## config.mk

```make
export PLATFORM = sky130hd
export DESIGN_NAME = bw_mul_pipe_flat
export DESIGN_NICKNAME = d
export VERILOG_FILES = /design/src/rtl/bw_mul_pkg.sv /design/src/rtl/bw_mul_pipe_if.sv /design/src/rtl/bw_pp_gen.sv /design/src/rtl/bw_mul_pipe.sv /design/src/flat_wrapper.sv
export SDC_FILE = /design/constraint.sdc
export NUM_CORES = 1
export LEC_CHECK = 0
export ABC_AREA = 1
export CAP_MARGIN = 10
export CORE_UTILIZATION = 50
export CTS_CLUSTER_DIAMETER = 50
export DETAILED_ROUTE_END_ITERATION = 7
export GPL_TIMING_DRIVEN = 1
export PLACE_DENSITY = 0.65
export SLEW_MARGIN = 40
export SYNTH_ARGS = -nofsm -noshare
export SYNTH_HDL_FRONTEND = slang
export SYNTH_HIERARCHICAL = 1
export SYNTH_SLANG_ARGS = --single-unit
```

## constraint.sdc

```tcl
create_clock -name clk -period 25.6 [get_ports clk]
set_input_delay 6.4 -clock clk [delete_from_list [all_inputs] [get_ports clk]]
set_output_delay 6.4 -clock clk [all_outputs]
set_load 0.02 [all_outputs]
```

## src/rtl/bw_mul_pkg.sv

```systemverilog
// Shared Q-format helpers and mode encodings for the pipelined Baugh-Wooley multiplier.
package bw_mul_pkg;

    // Rounding applied before the fractional shift.
    typedef enum logic {
        RND_TRUNC   = 1'b0,
        RND_HALF_UP = 1'b1
    } rnd_mode_e;

    // Behaviour when the shifted product does not fit the result width.
    typedef enum logic {
        SAT_WRAP  = 1'b0,
        SAT_CLAMP = 1'b1
    } sat_mode_e;

    // Largest two's complement value representable in w bits.
    function automatic longint q_max(input int w);
        return (longint'(1) <<< (w - 1)) - longint'(1);
    endfunction

    // Smallest two's complement value representable in w bits.
    function automatic longint q_min(input int w);
        return -(longint'(1) <<< (w - 1));
    endfunction

endpackage

```

## src/rtl/bw_mul_pipe_if.sv

```systemverilog
// Operand and result handshake bundle for bw_mul_pipe.
//
// Handshake: each side uses strict valid/ready. A beat moves when valid and
// ready are both high at a rising clock edge. A producer never withdraws or
// alters a beat while valid is high and ready is low; ready may depend
// combinationally on the consumer side (in_ready follows out_ready).
interface bw_mul_pipe_if #(
    parameter int WIDTH = 16
) ();
    logic             in_valid;
    logic             in_ready;
    logic [WIDTH-1:0] in_a;
    logic [WIDTH-1:0] in_b;
    logic             in_rnd;
    logic             in_sat;
    logic             out_valid;
    logic             out_ready;
    logic [WIDTH-1:0] out_p;
    logic             out_ovf;

    // Operand producer / result consumer side.
    modport master (
        output in_valid, in_a, in_b, in_rnd, in_sat, out_ready,
        input  in_ready, out_valid, out_p, out_ovf
    );

    // Multiplier side.
    modport slave (
        input  in_valid, in_a, in_b, in_rnd, in_sat, out_ready,
        output in_ready, out_valid, out_p, out_ovf
    );
endinterface

```

## src/rtl/bw_pp_gen.sv

```systemverilog
// Baugh-Wooley partial-product matrix for a signed WIDTH x WIDTH multiply.
// Each row is already shifted into its 2*WIDTH-bit column position. Terms
// that mix one sign bit with one magnitude bit are inverted, and the
// correction constant 2^WIDTH + 2^(2*WIDTH-1) restores the signed result
// modulo 2^(2*WIDTH) once every row and the correction are summed.
module bw_pp_gen #(
    parameter int WIDTH = 16
) (
    input  logic [WIDTH-1:0]                  a,
    input  logic [WIDTH-1:0]                  b,
    output logic [WIDTH-1:0][2*WIDTH-1:0]     rows,
    output logic [2*WIDTH-1:0]                corr
);

    // Build every AND term and invert the sign/magnitude cross terms.
    always_comb begin
        rows = '0;
        for (int j = 0; j < WIDTH; j++) begin
            for (int i = 0; i < WIDTH; i++) begin
                if ((i == WIDTH - 1) != (j == WIDTH - 1)) begin
                    rows[j][i + j] = ~(a[i] & b[j]);
                end else begin
                    rows[j][i + j] = a[i] & b[j];
                end
            end
        end
    end

    // Constant correction bits that cancel the inverted-term offset.
    always_comb begin
        corr                = '0;
        corr[WIDTH]         = 1'b1;
        corr[2*WIDTH - 1]   = 1'b1;
    end

endmodule

```

## src/rtl/bw_mul_pipe.sv

```systemverilog
// Three-stage pipelined signed Qm.FRAC multiplier. S1 registers operands,
// S2 registers a carry-save (sum/carry) reduction of the Baugh-Wooley
// matrix, S3 registers the rounded, shifted and range-checked product.
// All stages share one enable, so a stalled result freezes the whole pipe
// and bubbles stay where they are.
module bw_mul_pipe
    import bw_mul_pkg::*;
#(
    parameter int WIDTH = 16,
    parameter int FRAC  = 12
) (
    input  logic        clk,
    input  logic        rst_n,
    bw_mul_pipe_if.slave bus,
    output logic [2:0]  dbg_valid
);

    localparam int PW = 2 * WIDTH;
    localparam int RW = 2 * WIDTH + 1;

    localparam logic signed [RW-1:0] MAX_S = RW'(q_max(WIDTH));
    localparam logic signed [RW-1:0] MIN_S = RW'(q_min(WIDTH));
    localparam logic [WIDTH-1:0]     MAX_W = WIDTH'(q_max(WIDTH));
    localparam logic [WIDTH-1:0]     MIN_W = WIDTH'(q_min(WIDTH));

    // Stage 1 state
    logic             v1_q, v1_d;
    logic [WIDTH-1:0] a_q, a_d;
    logic [WIDTH-1:0] b_q, b_d;
    rnd_mode_e        rnd1_q, rnd1_d;
    sat_mode_e        sat1_q, sat1_d;

    // Stage 2 state
    logic             v2_q, v2_d;
    logic [PW-1:0]    sum_q, sum_d;
    logic [PW-1:0]    carry_q, carry_d;
    rnd_mode_e        rnd2_q, rnd2_d;
    sat_mode_e        sat2_q, sat2_d;

    // Stage 3 (output) state
    logic             v3_q, v3_d;
    logic [WIDTH-1:0] p_q, p_d;
    logic             ovf_q, ovf_d;

    logic                        adv;
    logic [WIDTH-1:0][PW-1:0]    pp_rows;
    logic [PW-1:0]               pp_corr;
    logic [PW-1:0]               cs_sum;
    logic [PW-1:0]               cs_carry;
    logic [PW-1:0]               full;
    logic signed [RW-1:0]        f_ext;
    logic signed [RW-1:0]        rnd_add;
    logic signed [RW-1:0]        r_val;
    logic signed [RW-1:0]        s_val;
    logic                        ovf_n;
    logic [WIDTH-1:0]            p_n;

    bw_pp_gen #(
        .WIDTH (WIDTH)
    ) u_pp_gen (
        .a    (a_q),
        .b    (b_q),
        .rows (pp_rows),
        .corr (pp_corr)
    );

    // Carry-save reduction of the matrix into a sum/carry pair.
    always_comb begin
        logic [PW-1:0] t_sum;
        logic [PW-1:0] t_carry;
        cs_sum   = pp_corr;
        cs_carry = '0;
        for (int r = 0; r < WIDTH; r++) begin
            t_sum    = cs_sum ^ cs_carry ^ pp_rows[r];
            t_carry  = ((cs_sum & cs_carry) | (cs_sum & pp_rows[r]) |
                        (cs_carry & pp_rows[r])) << 1;
            cs_sum   = t_sum;
            cs_carry = t_carry;
        end
    end

    // Final add, optional half-up rounding, arithmetic shift and range clamp.
    always_comb begin
        full    = sum_q + carry_q;
        f_ext   = {full[PW-1], full};
        rnd_add = (rnd2_q == RND_HALF_UP) ? (RW'(1) << (FRAC - 1)) : '0;
        r_val   = f_ext + rnd_add;
        s_val   = r_val >>> FRAC;
        ovf_n   = (s_val > MAX_S) || (s_val < MIN_S);
        if (ovf_n && (sat2_q == SAT_CLAMP)) begin
            p_n = s_val[RW-1] ? MIN_W : MAX_W;
        end else begin
            p_n = s_val[WIDTH-1:0];
        end
    end

    // Global pipeline enable and next-state for every stage.
    always_comb begin
        adv     = !v3_q || bus.out_ready;
        v1_d    = v1_q;
        a_d     = a_q;
        b_d     = b_q;
        rnd1_d  = rnd1_q;
        sat1_d  = sat1_q;
        v2_d    = v2_q;
        sum_d   = sum_q;
        carry_d = carry_q;
        rnd2_d  = rnd2_q;
        sat2_d  = sat2_q;
        v3_d    = v3_q;
        p_d     = p_q;
        ovf_d   = ovf_q;
        if (adv) begin
            v1_d = bus.in_valid;
            v2_d = v1_q;
            v3_d = v2_q;
            if (bus.in_valid) begin
                a_d    = bus.in_a;
                b_d    = bus.in_b;
                rnd1_d = rnd_mode_e'(bus.in_rnd);
                sat1_d = sat_mode_e'(bus.in_sat);
            end
            if (v1_q) begin
                sum_d   = cs_sum;
                carry_d = cs_carry;
                rnd2_d  = rnd1_q;
                sat2_d  = sat1_q;
            end
            if (v2_q) begin
                p_d   = p_n;
                ovf_d = ovf_n;
            end
        end
    end

    // Pipeline registers with synchronous active-low reset.
    always_ff @(posedge clk) begin
        if (!rst_n) begin
            v1_q    <= 1'b0;
            a_q     <= '0;
            b_q     <= '0;
            rnd1_q  <= RND_TRUNC;
            sat1_q  <= SAT_WRAP;
            v2_q    <= 1'b0;
            sum_q   <= '0;
            carry_q <= '0;
            rnd2_q  <= RND_TRUNC;
            sat2_q  <= SAT_WRAP;
            v3_q    <= 1'b0;
            p_q     <= '0;
            ovf_q   <= 1'b0;
        end else begin
            v1_q    <= v1_d;
            a_q     <= a_d;
            b_q     <= b_d;
            rnd1_q  <= rnd1_d;
            sat1_q  <= sat1_d;
            v2_q    <= v2_d;
            sum_q   <= sum_d;
            carry_q <= carry_d;
            rnd2_q  <= rnd2_d;
            sat2_q  <= sat2_d;
            v3_q    <= v3_d;
            p_q     <= p_d;
            ovf_q   <= ovf_d;
        end
    end

    assign bus.in_ready  = adv;
    assign bus.out_valid = v3_q;
    assign bus.out_p     = p_q;
    assign bus.out_ovf   = ovf_q;
    assign dbg_valid     = {v3_q, v2_q, v1_q};

endmodule

```

## src/flat_wrapper.sv

```systemverilog
// flat-port wrapper written by rule: the top's interface ports become plain ports
module bw_mul_pipe_flat import bw_mul_pkg::*;
#(
    parameter int WIDTH = 16,
    parameter int FRAC  = 12
)
  (clk, rst_n, dbg_valid, bus_in_valid, bus_in_a, bus_in_b, bus_in_rnd, bus_in_sat, bus_out_ready, bus_in_ready, bus_out_valid, bus_out_p, bus_out_ovf);
  bw_mul_pipe_if #(.WIDTH(WIDTH)) bus_i ();
  input  logic clk;
  input  logic rst_n;
  output logic [2:0] dbg_valid;
  input wire logic [$bits(bus_i.in_valid)-1:0] bus_in_valid;
  input wire logic [$bits(bus_i.in_a)-1:0] bus_in_a;
  input wire logic [$bits(bus_i.in_b)-1:0] bus_in_b;
  input wire logic [$bits(bus_i.in_rnd)-1:0] bus_in_rnd;
  input wire logic [$bits(bus_i.in_sat)-1:0] bus_in_sat;
  input wire logic [$bits(bus_i.out_ready)-1:0] bus_out_ready;
  output wire logic [$bits(bus_i.in_ready)-1:0] bus_in_ready;
  output wire logic [$bits(bus_i.out_valid)-1:0] bus_out_valid;
  output wire logic [$bits(bus_i.out_p)-1:0] bus_out_p;
  output wire logic [$bits(bus_i.out_ovf)-1:0] bus_out_ovf;
  assign bus_i.in_valid = bus_in_valid;
  assign bus_i.in_a = bus_in_a;
  assign bus_i.in_b = bus_in_b;
  assign bus_i.in_rnd = bus_in_rnd;
  assign bus_i.in_sat = bus_in_sat;
  assign bus_i.out_ready = bus_out_ready;
  assign bus_in_ready = bus_i.in_ready;
  assign bus_out_valid = bus_i.out_valid;
  assign bus_out_p = bus_i.out_p;
  assign bus_out_ovf = bus_i.out_ovf;
  bw_mul_pipe #(.WIDTH(WIDTH), .FRAC(FRAC)) u_core (.clk(clk), .rst_n(rst_n), .bus(bus_i), .dbg_valid(dbg_valid));
endmodule
```

# --- Yosys cells after proc, flatten, opt, wreduce, memory -nomap -nowiden ---
# Cells that the tools add are included.
# W data, S select, Z words.
totals:
  ff_bits: 119
op_classes:
  add_sub_neg: 2
  magnitude_cmp: 2
  n_mux: 3
  n_bitwise: 386
  reduce_logical: 7
op_table:
  columns: ["op", "n"]
  rows:
  - ["$or A31 B31 Y31", 28]
  - ["$and A31 B31 Y31", 16]
  - ["$xor A32 B32 Y32", 13]
  - ["$and A1 B1 Y1", 256]
  - ["$xor A32 B18 Y32", 2]
  - ["$and A31 B18 Y31", 2]
  - ["$and A31 B19 Y31", 2]
  - ["$and A31 B20 Y31", 2]
  - ["$and A31 B21 Y31", 2]
  - ["$and A31 B22 Y31", 2]
  - ["$and A31 B23 Y31", 2]
  - ["$and A31 B24 Y31", 2]
  - ["$and A31 B25 Y31", 2]
  - ["$and A31 B26 Y31", 2]
  - ["$and A31 B27 Y31", 2]
  - ["$and A31 B28 Y31", 2]
  - ["$and A31 B29 Y31", 2]
  - ["$and A31 B30 Y31", 2]
  - ["$add A32 B13 Y33", 1]
  - ["$add A32 B32 Y32", 1]
  - ["$mux W16", 2]
  - ["$xor A32 B17 Y32", 1]
  - ["$xor A32 B19 Y32", 1]
  - ["$xor A32 B20 Y32", 1]
  - ["other kinds (20)", 52]

# --- Logic depth before layout (Yosys ltp) ---
# Gate-level depths: netlist of the first run.
logic_depth:
  depth_word: 45
  depth_mapped: 26

# --- By module ---
# Netlist of the first run, hierarchy kept.
by_module_without_submodules:
  columns: ["mod", "instances", "cells_per_inst", "area_per_inst_um2", "seq_area_each_um2"]
  rows:
  - ["bw_mul_pipe", 1, 1827, 17543.1, 2362.3]
  - ["bw_pp_gen", 1, 836, 4718.3, 0.0]

# --- Worst setup path before layout of the first run ---
# OpenSTA, ideal clock, no wires.
synth_timing:
  kind: "input-to-output"
  start: "input port bus_out_ready"
  end: "output port bus_in_ready"
  arrival_time_ns: 6.772
  required_time_ns: 19.200
  setup_slack_ns: 12.428
  path_stages: 2
  n_path_buf: 0
  path_cell_list: "nor2_1 > inv_1"
synth_via:
  elab_chain_cells: 1
synth_lines:
  columns: ["item", "line_no", "text"]
  rows:
  - ["from (decl)", "flat_wrapper.sv:17", "input wire logic [$bits(bus_i.out_ready)-1:0] bus_out_ready;"]
  - ["$logic_or A1 B1 Y1", "bw_mul_pipe.sv:99", "adv = !v3_q || bus.out_ready;"]
  - ["to (decl)", "flat_wrapper.sv:18", "output wire logic [$bits(bus_i.in_ready)-1:0] bus_in_ready;"]
# Every way passes these cells.

# --- Worst setup path after layout of the first run ---
# Ends and elaborated chain as after synthesis.

==> results by group, run 1 <==
Clocking
  – TritonCTS buffer count: 17
  – CTS resizes: 0
  – Setup Buffers After CTS: 0
  – Clock root cell: clkbuf_16
  – Clock latency on the worst-skew pair: 0.45 ns
  – Clock Sinks: between 100 and 150
  – Hold-fix buffer count after cts: 0
  – CTS H-tree lvls: 4
  – Worst-path clk slew: 0.05 ns
  – CTS tree: done
  – Bufs on Longest Clock Path: 2

Finish
  – FILL cells: 4237
  – Layout Nets: 3205
  – Share of cells above drive strength 1: 4.52%
  – P&R area growth vs syn: 0.0227%
  – Antenna diodes: 0
  – Design area: 22300 um2

STA
  – Final Slew Violations: 0
  – Period utilization: approximately 56%
  – Slew margin rel.: 48.9%
  – Max Fclk: slightly below 70 MHz
  – RSZ-0062 raised after global routing: no
  – Fin crit period: 14.41 ns
  – TNS Setup: 0 ns
  – Hold Vio Cnt, Final: 0
  – Clock Skew: roughly 0.014 ns
  – Fin Hold WS: 0.485 ns
  – Worst Max-Slew Pin Slew: 0.766 ns
  – # setup viols final: 0
  – Worst setup margin: 11.19 ns

Global route
  – Grt ovf: 0
  – Vias in the first global route: 14900
  – Global-route wire length before repair: 68700 um
  – GRT Resource Usage Total: 19.0%
  – Initial antenna violation count: 0
  – Largest net degree at the start of global routing: between 90 and 100

Route
  – Vias: 14200
  – DRC: 0
  – Routed wire length: approximately 39000 um
  – DR vias/cell: 4.39
  – Drt pass-1 iters: 5
  – WL/cell: between 10 and 15 um
  – Final ANT Viol Nets: 0
  – DRT iter0 DRCs: 567

Setup path
  – Worst path bufs/invs: 3
  – Largest fanout on the critical path: 5
  – Setup crit end kind: primary output
  – Arrival time worst endpoint: 8.01 ns
  – Crit path largest cell delay: a little under 0.6 ns
  – Critical Path RT: 19.20 ns
  – Crit path max-delay family: buffers and inverters
  – WS Path Type: in2out
  – CP most frequent cell: clkdlybuf4s50_1
  – Cells along the critical path: clkdlybuf4s50_1, nor2_1, inv_1, clkdlybuf4s50_1
  – Crit-path slowest cell: clkdlybuf4s50_1
  – Startpoint types: primary input

Min path
  – Worst min-delay path category: reg2reg

Placement
  – HPWL Detailed: 34200 um
  – Gp weighted congestion: 0.912
  – Cell Area, Placed: 21700 um2
  – # port buffers: 59
  – Pre-CTS setup slack: 11.21 ns

Floorplan
  – IO Count: 60
  – DIE AREA: roughly 45000 um2
  – Die width: 213 um
  – Row cnt: 76
  – CORE AREA: roughly 43000 um2
  – Starting Density: slightly above 50%
  – Chip Height: 213 um

Synthesis
  – Top-count cell post-synth: nand2_1
  – Largest family of logic cells by synthesized area: adder cells
  – Synthesized area per cell: 8.36 um2
  – Commonest cells in the netlist: 540 x nand2_1, 463 x inv_1, 450 x fa_1
  – Synth warnings: 6
  – Adder-cell share of the synthesized area: between 40% and 50%
  – Sequential area share after synthesis: 10.6%
  – Post-synthesis simple-gate area fraction: 18.3%
  – Synth area leader: fa_1
  – Synth Area in XOR/XNOR: 1.56%
  – Top cell type's share of synthesized area: 40.5%
  – Cell variety after synth: 40
  – Yosys reg bits: 118
  – Cells after synthesis: 2663
  – Mux contribution to synthesized area: 0%
  – Dominant synthesized flop cell: dfxtp_1
  – Area contributors post-synth: fa_1 40%, dfxtp_1 11%, buf_4 10%, nand2_1 9.1%, inv_1 7.8%
  – Synth Area in Compound Gates: 3.05%
  – Post-synth EDFFs: 0
  – Post-synth ARST share: 0%
  – Synth Cell Area: between 20000 and 25000 um2

Status
  – Outcome: completed

Job
  – Max-cap violation count: 0
-- worst paths after layout --
kind | slack, ns | end | from | cells past startpoint
min | 0.49 | u_core/carry_q[1]$_SDFFE_PN0P_ | u_core/carry_q[1]$_SDFFE_PN0P_ | 2
max | 11.19 | bus_in_ready | bus_out_ready | 4
max reg2reg | 16.97 | u_core/sum_q[15]$_SDFFE_PN0P_ | u_core/b_q[0]$_SDFFE_PN0P_ | 19
min reg2reg | 0.49 | u_core/carry_q[1]$_SDFFE_PN0P_ | u_core/carry_q[1]$_SDFFE_PN0P_ | 2
-- registers in the layout, indices dropped and copies added, names as in the netlist --
name and count:
u_core/v1_q 1, u_core/b_q 16, u_core/rnd1_q 1, u_core/bus.out_valid 1, u_core/sum_q 31, u_core/bus.out_p 16
u_core/carry_q 31, u_core/sat2_q 1, u_core/sat1_q 1, u_core/v2_q 1, u_core/a_q 16, u_core/rnd2_q 1
u_core/bus.out_ovf 1
-- layout make-up --
| cell class | count | area (um2) | area share [%] |
|---|---|---|---|
| repair buffers | 65 | 634 | 2.85 |
| multi-input cells | 1959 | 16100 | 72.4 |
| inverters | 481 | 1810 | 8.11 |
| clock inverters | 9 | 91.3 | 0.410 |
| well taps | 585 | 732 | 3.29 |
| clock buffers | 23 | 508 | 2.28 |
| flip-flops and latches | 118 | 2360 | 10.6 |
-- layout by cell type (no fill, tap or decap), types with 2 or more instances in the layout --
cell | Yosys | final
nand3_4 | 2 | 2
clkinv_4 | 0 | 2
or2_2 | 2 | 2
clkbuf_16 | 0 | 17
conb_1 | 2 | 288
o21ai_0 | 106 | 106
clkinvlp_4 | 0 | 4
nand2_1 | 540 | 539
nand2_2 | 30 | 31
buf_4 | 298 | 5
xor2_1 | 12 | 12
inv_2 | 12 | 13
xnor2_1 | 24 | 24
clkdlybuf4s50_1 | 0 | 58
o21bai_1 | 3 | 3
fa_1 | 450 | 450
clkinv_1 | 6 | 6
a21oi_1 | 24 | 24
nor2_4 | 6 | 7
nor2_1 | 272 | 271
nand4_1 | 15 | 15
inv_1 | 463 | 462
nand3_1 | 66 | 66
ha_1 | 75 | 75
nand3_2 | 4 | 4
nor2_2 | 17 | 17
and2_1 | 8 | 8
nand3b_1 | 4 | 4
clkbuf_8 | 1 | 6
dfxtp_1 | 118 | 117
nor3_1 | 4 | 4
-- worst reg2reg max path, cell delays in order, from the launching register on --
cell and delay, ns:
dfxtp_1 0.77, nand2_1 0.13, ha_1 0.34, fa_1 0.51
fa_1 0.43, fa_1 0.51, fa_1 0.43, fa_1 0.51
fa_1 0.43, fa_1 0.51, fa_1 0.43, fa_1 0.53
fa_1 0.43, fa_1 0.47, fa_1 0.51, fa_1 0.43
fa_1 0.51, fa_1 0.40, o21ai_0 0.17, nor2_1 0.06
-- per-layer routing --
metal | GRT usage (%) | wire length (um) | vias up
met3 | 1.88 | 828 | 30
met1 | 24.8 | 17800 | 6895
li1 | - | - | 7162
met2 | 33.8 | 19800 | 137
met5 | 0 | 0 | -
met4 | 4.76 | 618 | 0
-- kinds of logic (layout without fill, tap and decap cells) --
kind of cell | after synthesis | in the layout
other | 2 | 288
AOI/OAI and AO/OA | 134 | 134
xor gates and xnor gates | 38 | 38
DFF | 118 | 118
adders and majority gates | 525 | 525
buffers and inverters | 872 | 578
and+or+nand+nor | 974 | 974
-- metrics by stage --
stage          utilization [%]  instances
2_1_floorplan                -       2949
3_3_place_gp              49.8       3208
3_5_place_dp              49.8       3208
4_1_cts                   51.2       3240
5_1_grt                   51.2       3240
6_report                  51.2       3240
Power of run 1 is left out: the tool's default activity adds up to more than one toggle a clock period on the data nets, which glitch-free logic cannot reach.
==> inputs of run 2 (changes only) <==
==> constraint.sdc (replaced) <==
create_clock -name clk -period 13.4 [get_ports clk]
set_input_delay 3.35 -clock clk [delete_from_list [all_inputs] [get_ports clk]]
set_output_delay 3.35 -clock clk [all_outputs]
set_load 0.02 [all_outputs]
==> run 2 against run 1 <==
Via count up 0.58%; non-clock buffer count up 2; sequential cell count unchanged; largest cell class unchanged.
==> results by group, run 2 (synthesis gave the netlist of run 1 again) <==
Setup path
  – Crit path max-delay family: adder cells (was buffers and inverters)
  – Worst setup path endpoint: u_core/sum_q[16]$_SDFFE_PN0P_ (was bus_in_ready)
  – Crit path largest cell delay: 0.80 ns (was 0.59 ns)
  – Number of cells on the critical path: 19 (was 4)
  – Reg-to-reg setup timing slack: 4.75 ns (was 16.97 ns)
  – RR Endpoint: u_core/sum_q[16]$_SDFFE_PN0P_ (was u_core/sum_q[15]$_SDFFE_PN0P_)
  – Beginning of the critical path: u_core/a_q[15]$_SDFFE_PN0P_ (was bus_out_ready)
  – WS Path Type: reg2reg (was in2out)
  – Worst path bufs/invs: 0 (was 3)
  – R2R cell count: 19 (unchanged)
  – Critical Path RT: 13.73 ns (was 19.20 ns)
  – Startpoint types: register (was primary input)
  – Cells along the critical path: nand2_1, ha_1, fa_1, fa_1, fa_1, fa_1, fa_1, fa_1, fa_1, fa_1, fa_1, fa_1, fa_1, fa_1, fa_1, fa_1, fa_1, o21ai_0, nor2_1 (was clkdlybuf4s50_1, nor2_1, inv_1, clkdlybuf4s50_1)
  – Reg2reg start: u_core/a_q[15]$_SDFFE_PN0P_ (was u_core/b_q[0]$_SDFFE_PN0P_)
  – Largest fanout on the critical path: 17 (was 5)
  – Arrival time worst endpoint: 8.98 ns (was 8.01 ns)
  – CP most frequent cell: fa_1 (was clkdlybuf4s50_1)
  – Setup crit end kind: register (was primary output)
  – Crit-path slowest cell: dfxtp_1 (was clkdlybuf4s50_1)

Finish
  – P&R area growth vs syn: 0.000225% (was 0.0227%)
  – Area of the multi-input gates: 16100 um2 (unchanged)
  – Regs by FF count: u_core/carry_q x31, u_core/sum_q x31 (unchanged)
  – FILL cells: 4316 (was 4237)
  – Layout Nets: 3207 (was 3205)
  – Share of cells above drive strength 1: 4.48% (was 4.52%)
  – FF+latch area: 2360 um2 (about the same)
  – Commonest non-fill, non-tap cell in the layout: nand2_1 (unchanged)
  – Antenna diodes: 0 (unchanged)
  – Commonest non-fill, non-tap cells in the layout: 539 x nand2_1, 462 x inv_1, 450 x fa_1 (unchanged)

Clocking
  – CTS resizes: 0 (unchanged)
  – TritonCTS buffer count: 17 (unchanged)
  – CTS H-tree lvls: 4 (unchanged)
  – Hold-fix buffer count after cts: 0 (unchanged)
  – CTS tree: done (unchanged)
  – Worst-path clk slew: 0.06 ns (was 0.05 ns)
  – Bufs on Longest Clock Path: 2 (unchanged)
  – Clock root cell: clkbuf_16 (unchanged)
  – Clock latency on the worst-skew pair: 0.45 ns (about the same)
  – Clock Sinks: 118 (unchanged)
  – Setup Buffers After CTS: 0 (unchanged)

Job
  – Max-cap violation count: 0 (unchanged)

Route
  – Drt pass-1 iters: 5 (unchanged)
  – Routed wire length: 39400 um (was 39000 um)
  – Vias: 14300 (was 14200)
  – DRT iter0 DRCs: 477 (was 567)
  – DRC: 0 (unchanged)
  – Final ANT Viol Nets: 0 (unchanged)
  – WL/cell: 12.1 um (was 12.0 um)
  – DR vias/cell: 4.41 (was 4.39)

Min path
  – Worst min-delay path category: reg2reg (unchanged)

Placement
  – HPWL Detailed: 34300 um (was 34200 um)
  – Pre-CTS setup slack: 4.74 ns (was 11.21 ns)
  – # port buffers: 59 (unchanged)
  – Gp weighted congestion: 0.886 (was 0.912)

Global route
  – Largest net degree at the start of global routing: 67 (was 99)
  – Global-route wire length before repair: 70100 um (was 68700 um)
  – Initial antenna violation count: 0 (unchanged)
  – GRT Resource Usage Total: 19.4% (was 19.0%)
  – Grt ovf: 0 (unchanged)
  – Vias in the first global route: 15000 (was 14900)

Status
  – Outcome: completed (unchanged)

Floorplan
  – Row cnt: 76 (unchanged)
  – Starting Density: 51.2% (unchanged)
  – IO Count: 60 (unchanged)
  – CORE AREA: 43500 um2 (unchanged)
  – DIE AREA: 45400 um2 (unchanged)
  – Die width: 213 um (unchanged)
  – Chip Height: 213 um (unchanged)

STA
  – Worst setup margin: 4.75 ns (was 11.19 ns)
  – Final Slew Violations: 0 (unchanged)
  – # setup viols final: 0 (unchanged)
  – Fin Hold WS: 0.475 ns (was 0.485 ns)
  – Hold Vio Cnt, Final: 0 (unchanged)
  – Period utilization: 64.6%
  – Clock Skew: 0.0158 ns (was 0.0137 ns)
  – Slew margin rel.: 49.6% (was 48.9%)
  – Max Fclk: 116 MHz
  – Worst Max-Slew Pin Slew: 0.755 ns (was 0.766 ns)
  – RSZ-0062 raised after global routing: no (unchanged)
  – TNS Setup: 0 ns (unchanged)
  – Fin crit period: 8.65 ns
[run 2: worst min-delay path by stage]
| stage | from | to | slack (ns) | depth (start not counted) |
|---|---|---|---|---|
| 2_1_floorplan | u_core/rnd1_q$_SDFFE_PN0P_ | u_core/rnd1_q$_SDFFE_PN0P_ | 0.45 | 2 |
| 3_3_place_gp | u_core/sat1_q$_SDFFE_PN0P_ | u_core/sat1_q$_SDFFE_PN0P_ | 0.46 | 2 |
| 3_5_place_dp | u_core/sat1_q$_SDFFE_PN0P_ | u_core/sat1_q$_SDFFE_PN0P_ | 0.47 | 2 |
| 4_1_cts | u_core/sat1_q$_SDFFE_PN0P_ | u_core/sat1_q$_SDFFE_PN0P_ | 0.48 | 2 |
| 5_1_grt | u_core/sat1_q$_SDFFE_PN0P_ | u_core/sat1_q$_SDFFE_PN0P_ | 0.50 | 2 |
| 6_report | u_core/sat1_q$_SDFFE_PN0P_ | u_core/sat1_q$_SDFFE_PN0P_ | 0.48 | 2 |
[run 2: worst min-delay path: cells and delay by family (launching register included)]
family	cells	cell delay (ns)
AND/OR/NAND/NOR	2	0.12
flip-flops	1	0.32
[run 2: metrics by stage]
step / instances / util (%) / instance area (um2)
2_1_floorplan: 2949 / - / 23300
3_3_place_gp: 3210 / 49.9 / 21700
3_5_place_dp: 3210 / 49.9 / 21700
4_1_cts: 3241 / 51.2 / 22300
5_1_grt: 3241 / 51.2 / 22300
6_report: 3241 / 51.2 / 22300
[run 2: final cells by class]
type                       instances  area share [%]
clock inverter                    11           0.562
inverter                         481            8.12
timing repair buffer              67            2.90
tap                              585            3.29
sequential                       118            10.6
multi-input combinational       1959            72.5
clock buffer                      20            2.05
[run 2: routing by layer]
metal / vias to the layer above / wire length (um) / global-route usage [%]
met2: 117 / 19900 / 33.9
met1: 7007 / 18200 / 25.8
met3: 23 / 750 / 1.85
met5: - / 0 / 0
li1: 7160 / - / -
met4: 0 / 467 / 4.66
Power of run 2 is left out for the same reason.
